$ cat src/rtl/n_term_tile_cfg.sv
// North-edge terminal tile: loops north-travelling bundles back south with per-bundle
// direct/registered/constant/zero drive and index rotation, plus sticky activity flags.
module n_term_tile_cfg #(
  parameter int unsigned N1_W            = 4,
  parameter int unsigned N2_W            = 8,
  parameter int unsigned N4_W            = 16,
  parameter int unsigned FrameBitsPerRow = 32,
  parameter int unsigned MaxFramesPerCol = 20
) (
  input  logic                       UserCLK,
  input  logic                       resetn,
  input  logic [FrameBitsPerRow-1:0] FrameData,
  input  logic [MaxFramesPerCol-1:0] FrameStrobe,
  input  logic [N1_W-1:0]            N1END,
  input  logic [N2_W-1:0]            N2MID,
  input  logic [N2_W-1:0]            N2END,
  input  logic [N4_W-1:0]            N4END,
  input  logic                       Ci,
  output logic [N1_W-1:0]            S1BEG,
  output logic [N2_W-1:0]            S2BEG,
  output logic [N2_W-1:0]            S2BEGb,
  output logic [N4_W-1:0]            S4BEG,
  output logic [4:0]                 ActivityFlags
);

  localparam int unsigned NB = 4;
  localparam int unsigned BW [NB] = '{N1_W, N2_W, N2_W, N4_W};

  typedef enum logic [1:0] {
    MODE_DIRECT = 2'd0,
    MODE_REG    = 2'd1,
    MODE_CONST  = 2'd2,
    MODE_ZERO   = 2'd3
  } mode_e;

  logic [11:0]          cfg0_q, cfg0_d;
  logic [19:0]          cfg1_q, cfg1_d;
  logic [NB-1:0][31:0]  src, rot_src, pipe_q, bout, samp_q;
  logic                 ci_samp_q, primed_q;
  logic [4:0]           act_q, act_d, act_set, act_clr;

  // out[i] = src[(i + r) mod w]; true modulo so non-power-of-two widths work
  function automatic logic [31:0] rotate(input logic [31:0] v, input int unsigned w,
                                         input logic [4:0] rot);
    logic [31:0] res;
    logic [4:0]  idx;
    int unsigned r;
    res = '0;
    r   = 32'(rot) % w;
    for (int unsigned i = 0; i < 32; i++) begin
      if (i < w) begin
        idx         = 5'((i + r) % w);
        res[i[4:0]] = v[idx];
      end
    end
    return res;
  endfunction

  assign src[0] = 32'(N1END);
  assign src[1] = 32'(N2MID);
  assign src[2] = 32'(N2END);
  assign src[3] = 32'(N4END);

  for (genvar b = 0; b < NB; b++) begin : g_bundle
    mode_e      mode;
    logic [4:0] rot;
    assign mode       = mode_e'(cfg0_q[2*b +: 2]);
    assign rot        = cfg1_q[5*b +: 5];
    assign rot_src[b] = rotate(src[b], BW[b], rot);
    assign bout[b]    = (mode == MODE_DIRECT) ? rot_src[b] :
                        (mode == MODE_REG)    ? pipe_q[b]  :
                        (mode == MODE_CONST)  ? {32{cfg0_q[8+b]}} : '0;
    assign act_set[b] = |(src[b] ^ samp_q[b]);
  end

  assign act_set[4] = Ci ^ ci_samp_q;

  // Frame 2 is a clear command, not storage; a same-edge toggle overrides the clear
  assign act_clr = FrameStrobe[2] ? FrameData[4:0] : '0;
  assign act_d   = (act_q & ~act_clr) | (primed_q ? act_set : '0);
  assign cfg0_d  = FrameStrobe[0] ? FrameData[11:0] : cfg0_q;
  assign cfg1_d  = FrameStrobe[1] ? FrameData[19:0] : cfg1_q;

  always_ff @(posedge UserCLK or negedge resetn) begin
    if (!resetn) begin
      cfg0_q    <= '0;
      cfg1_q    <= '0;
      pipe_q    <= '0;
      samp_q    <= '0;
      ci_samp_q <= 1'b0;
      primed_q  <= 1'b0;
      act_q     <= '0;
    end else begin
      cfg0_q    <= cfg0_d;
      cfg1_q    <= cfg1_d;
      pipe_q    <= rot_src;
      samp_q    <= src;
      ci_samp_q <= Ci;
      primed_q  <= 1'b1;
      act_q     <= act_d;
    end
  end

  assign S1BEG         = bout[0][N1_W-1:0];
  assign S2BEG         = bout[1][N2_W-1:0];
  assign S2BEGb        = bout[2][N2_W-1:0];
  assign S4BEG         = bout[3][N4_W-1:0];
  assign ActivityFlags = act_q;

  logic unused_ok;
  assign unused_ok = &{1'b0, FrameData, FrameStrobe, bout};

endmodule

$ cat config.mk
export PLATFORM = sky130hd
export DESIGN_NAME = n_term_tile_cfg
export DESIGN_NICKNAME = d
export VERILOG_FILES = /design/src/rtl/n_term_tile_cfg.sv
export SDC_FILE = /design/constraint.sdc
export NUM_CORES = 1
export LEC_CHECK = 0
export ABC_AREA = 1
export BUFFER_PORTS_ARGS = -buffer_cell sky130_fd_sc_hd__clkbuf_2
export CAP_MARGIN = 20
export CORE_ASPECT_RATIO = 0.5
export CORE_MARGIN = 1
export CORE_UTILIZATION = 55
export CTS_CLUSTER_DIAMETER = 200
export DETAILED_ROUTE_END_ITERATION = 6
export GPL_TIMING_DRIVEN = 0
export MAX_ROUTING_LAYER = met4
export PLACE_DENSITY = 0.9
export SETUP_SLACK_MARGIN = 0.15
export SKIP_LAST_GASP = 1
export SYNTH_ARGS = -nofsm -noshare
export SYNTH_HDL_FRONTEND = slang
export SYNTH_SLANG_ARGS = --single-unit
$ cat constraint.sdc
create_clock -name UserCLK -period 2.6 [get_ports UserCLK]
set_clock_uncertainty 0.2 [all_clocks]
set_input_delay 0.26 -clock UserCLK [delete_from_list [all_inputs] [get_ports UserCLK]]
set_output_delay 0.26 -clock UserCLK [all_outputs]
set_load 0.1 [all_outputs]
# Word level (Yosys, flattened, before mapping)
# Cells that the tools add are included.
dict set report op_classes {
  reduce_logical 8
  n_bitwise 8
  n_lt_le_gt_ge 36
  n_mux 86
  n_eq_ne 8
  addsub 32
}
# operator count
set op_table {}
lappend op_table {{$reduce_or 32->1} 4}
lappend op_table {{$lt 3x6->1 const B} 16}
lappend op_table {{$lt 4x6->1 const B} 16}
lappend op_table {{$bmux 1 s4} 16}
lappend op_table {{$bmux 1 s3} 16}
lappend op_table {{$mux 16} 3}
lappend op_table {{$mux 8} 6}
lappend op_table {{$mux 1} 36}
lappend op_table {{$add 4x4->4 const A} 8}
lappend op_table {{$add 3x3->3 const A} 8}
lappend op_table {{$lt 2x6->1 const B} 4}
lappend op_table {{$add 3x4->4 const A} 4}
lappend op_table {{$xor 16x16->16} 1}
lappend op_table {{$xor 8x8->8} 2}
lappend op_table {{$add 2x3->3 const A} 4}
lappend op_table {{$mux 4} 3}
lappend op_table {{$mux 5} 2}
lappend op_table {{$add 2x4->4 const A} 2}
lappend op_table {{$bmux 1 s2} 4}
lappend op_table {{$eq 2x1->1 const B} 4}
lappend op_table {{$eq 2x2->1 const B} 4}
lappend op_table {{$logic_not 2->1} 4}
lappend op_table {{$add 1x3->3 const A} 2}
lappend op_table {{$and 5x5->5} 1}
lappend op_table {{other kinds (7)} 8}
dict set report word_totals {
  output_inout_bits 41
  wordCells 191
  regBits 110
  inputBits 91
}

# Logic depth before layout (Yosys ltp)
dict set report depth {
  depth_word 4
  mapped_depth 11
}

# Worst setup path after synthesis
# OpenSTA, ideal clock, no wires.
dict set report synth_path {
  path_kind {reg-to-output}
  startpoint {register cfg1_q[16]}
  endpoint {output S4BEG[11]}
  setup_slack_ps -94
  arrival_ps 2234
  path_stages_with_launch 11
  path_cell_list {dfrtp_1 buf_2 inv_2 ha_1 clkbuf_2 inv_1 nand3_1 nand3_1 nand3_1 nand3_1 nand2_1}
}
dict set report synth_between {
  elab_chain_len 4
}
# element line
set synth_rtl {}
lappend synth_rtl {{start, declared} 37} ;# logic [19:0] cfg1_q, cfg1_d;
lappend synth_rtl {{start signal, assigned} 95} ;# cfg1_q <= cfg1_d;
lappend synth_rtl {{$add 4x4->4} 52} ;# idx = 5'((i + r) % w);
lappend synth_rtl {{$bmux 1 s4} 53} ;# res[i[4:0]] = v[idx];
lappend synth_rtl {{$mux 1 (not written as such)} 53}
lappend synth_rtl {{$mux 16} 70} ;# assign bout[b] = (mode == MODE_DIRECT) ? rot_src[b] :
lappend synth_rtl {{end, declared} 22} ;# output logic [N4_W-1:0] S4BEG,
# Every way passes these cells. The select of a mux whose other input is x is not followed.

# Worst setup path in the final report
dict set report layout_path {
  startpoint {register cfg1_q[15]}
  endpoint {output S4BEG[0]}
}
dict set report layout_between {
  elab_chain_len 3
}
# element line
set layout_rtl {}
lappend layout_rtl {{$bmux 1 s4} 53}
lappend layout_rtl {{$mux 1 (not written as such)} 53}
lappend layout_rtl {{$mux 16} 70}
# Every way passes these cells. The select of a mux whose other input is x is not followed.

==> summary.txt <==
Global route
  • GRT overflow: 0
  • Vias in the first global route: 7,147
  • First-pass GRT wire length: between 30,000 and 40,000 um
  • GRT Util Overall: 38.3%
  • Initial antenna violation count: 2
  • Largest net degree at the start of global routing: 54

Yosys
  • Commonest cells in the synthesized netlist: 281 x nand2_1, 192 x nand3_1, 103 x dfrtp_1
  • Sequential area share after synthesis: between 40% and 50%
  • Top cell type's share of synthesized area: 41.9%
  • Synth Flop Type: dfrtp_1
  • #FFs+latches synth: a little over 100
  • Synth Instances: 864
  • Main area contributors after synthesis: dfrtp_1 42%, nand2_1 17%, nand3_1 16%
  • Synth unique cells: 26
  • Post-synth top area cell: dfrtp_1
  • Synth Area per Inst: 7.12 um^2
  • Synth warn: 0
  • Top-count cell post-synth: nand2_1
  • FFs w/ async S/R, synth: 100%
  • Synth Cell Area: roughly 6000 um^2
  • Post-synth EDFFs: 0
  • Synth Net Count: about 970

STA
  • Worst Tran Pin Value: between 0.7 and 0.8 ns
  • Slew headroom: 50.2%
  • Final worst-path cycle share: 109%
  • Endpoints failing setup: 17
  • Fin crit period: about 2.8 ns
  • Pins Over Slew Limit: 0
  • WHS: -0.00119 ns
  • Final Worst Setup Slack: -0.222 ns
  • RSZ-0062 raised after global routing: true
  • Achievable frequency: 354 MHz
  • Hold Vio Cnt, Final: 1

Cells and area
  • Layout cell share with drive strength beyond 1: a little over a third
  • NumNets Final: between 1k and 1.5k
  • Area of the multi-input gates: 4090 um^2
  • Fillers: around 430
  • Area grow syn2layout: 54.9%
  • Reg area: roughly 2600 um^2

Route
  • Routed length per instance: 22.6 um
  • DRC: 0
  • Routed wire length: between 20,000 and 30,000 um
  • Via count: 7,996
  • Pre-antenna DRT Iters: 6
  • First DRT Iteration DRCs: 1,166
  • Routed Antenna Nets: 0
  • Vias per std cell: 6.64

Placed design
  • RePlAce Congestion: approximately 0.95
  • Port-buffer cells: 98
  • DP Wirelength: 12,000 um

Die
  • Num ports: 132
  • Die width: between 150 and 200 um
  • Initial core utilization: 58.4%
  • Die Ht: 76.8 um
  • Die Area: 11,600 um^2
  • Core area: 10,500 um^2
  • Site row count: 26

Critical path
  • CP endpoint kind: primary output
  • CP max FO: 10
  • Worst Setup Path Type: register to primary output
  • CP arrival: 2.36 ns
  • CP Launch Type: register
  • Critical Path RT: 2.14 ns

Worst hold path
  • HP Class: input port to register

Clock tree
  • Total CTS buffers: 9
  • Clk buf depth: 2
  • CTS tree: built
  • Clock Tree Root: clkbuf_16
  • Worst-Skew Late Latency: 0.36 ns
  • Max H-tree Level: 3
  • Clock sink total: between 100 and 150
  • CTS clk-pin slew, worst paths: around 0.08 ns

Pwr
  • Pwr dens: 756 nW/um^2
  • LEAKAGE: about 4.7 nW
  • VDD IR-drop max: between 0.4 and 0.5 mV
  • Total power: ~7.2 mW

Job
  • Max-cap violations: 0

Run status
  • Failing checks: negative hold slack, negative setup slack
  • Outcome: finished with violations
## sequential cells by signal, indices dropped and copies added, names as in the netlist
signal / flops
pipe_q: 36
samp_q: 36
cfg0_q: 12
cfg1_q: 12
ActivityFlags: 5
ci_samp_q: 1
primed_q: 1
## repair_timing
action | 4_1_cts | 5_1_grt
endpoints found under the hold margin | 111 | 0
hold buffers | 54 | 0
buffers inserted | 13 | 13
endpoints found under the setup margin | 33 | 36
gates cloned | 2 | 1
pin swaps | 20 | 45
resized for setup | 179 | 197
## critical path: stages (launching register included)
cell and delay [ns]:
dfrtp_1 0.42, buf_4 0.16, clkbuf_4 0.21, nand2_1 0.12, nand3_1 0.19, nand3_2 0.13, nand3_1 0.19, nand3_1 0.13
nand2_1 0.11, clkbuf_4 0.33
## layout make-up
type | count | area share (%)
inverters | 102 | 4.49
clock inverters | 6 | 0.591
flip-flops and latches | 103 | 27.1
multi-input cells | 636 | 42.9
diodes | 3 | 0.0788
clock buffers | 10 | 2.51
repair buffers | 182 | 18.7
plain buffers | 23 | 1.79
well taps | 140 | 1.84
## routing by layer
metal / vias to the layer above / part of all wire [%] / track usage [%] / wire [um]
met3: 353 / 12 / 7.20 / 3360
met5: - / 0 / - / 0
met1: 3656 / 33 / 44.1 / 9060
met4: 0 / 9.7 / 18.8 / 2630
li1: 3143 / - / - / -
met2: 844 / 45 / 64.4 / 12200
## stage by stage
stage	worst slack, ns	instance area (um^2)	util [%]	TNS [ns]	cells
after global routing	-0.328	9530	90.4	-2.85	1204
after floorplan	0.151	6180	-	0	864
final	-0.222	9530	90.4	-1.74	1205
after CTS	0.0642	8770	83.2	0	1188
after global placement	-0.223	6850	65.0	-22.66	1102
after detailed placement	-0.278	6880	65.3	-1.98	1103
## power by group
part | internal, mW | switching [mW] | total [mW]
Combinational | 1.27 | 2.59 | 3.86
Sequential | 1.82 | 0.128 | 1.95
Clock | 0.702 | 0.694 | 1.40
## cell families after synthesis
group           synth area share [%]
fa+ha+maj                       2.24
simple gates                    38.4
mux                            0.915
other cells                   0.0610
compound gates                  3.90
buf+inv                         8.36
flops                           41.9
xor+xnor                        4.27
## cells in the final DEF (no fill, tap or decap), types with 13 or more instances in the layout
| master | synthesis | routed |
|---|---|---|
| nand2_1 | 281 | 226 |
| nand3_1 | 192 | 105 |
| dfrtp_1 | 103 | 100 |
| inv_1 | 93 | 83 |
| nand3_2 | 0 | 65 |
| clkbuf_2 | 1 | 62 |
| nand2_2 | 0 | 54 |
| dlygate4sd3_1 | 0 | 54 |
| nor2_1 | 37 | 32 |
| o21ai_0 | 40 | 28 |
| buf_4 | 2 | 27 |
| nand3_4 | 0 | 22 |
| clkbuf_16 | 0 | 22 |
| and2_1 | 16 | 16 |
| buf_12 | 0 | 16 |
| xnor2_1 | 15 | 13 |
## final timing paths
kind,from,endpoint,slack [ns],depth (start not counted)
max in group asynchronous,resetn,pipe_q[111],1.12,3
hold reg to reg,ActivityFlags[0],ActivityFlags[0],0.29,2
setup / recovery,cfg1_q[15],S4BEG[0],-0.22,9
min in group asynchronous,resetn,samp_q[35],0.35,2
hold / removal,FrameData[2],ActivityFlags[2],-0.001,4
setup reg to reg,cfg0_q[7],cfg0_q[7],0.47,3
(Power assumes the default switching activity.)
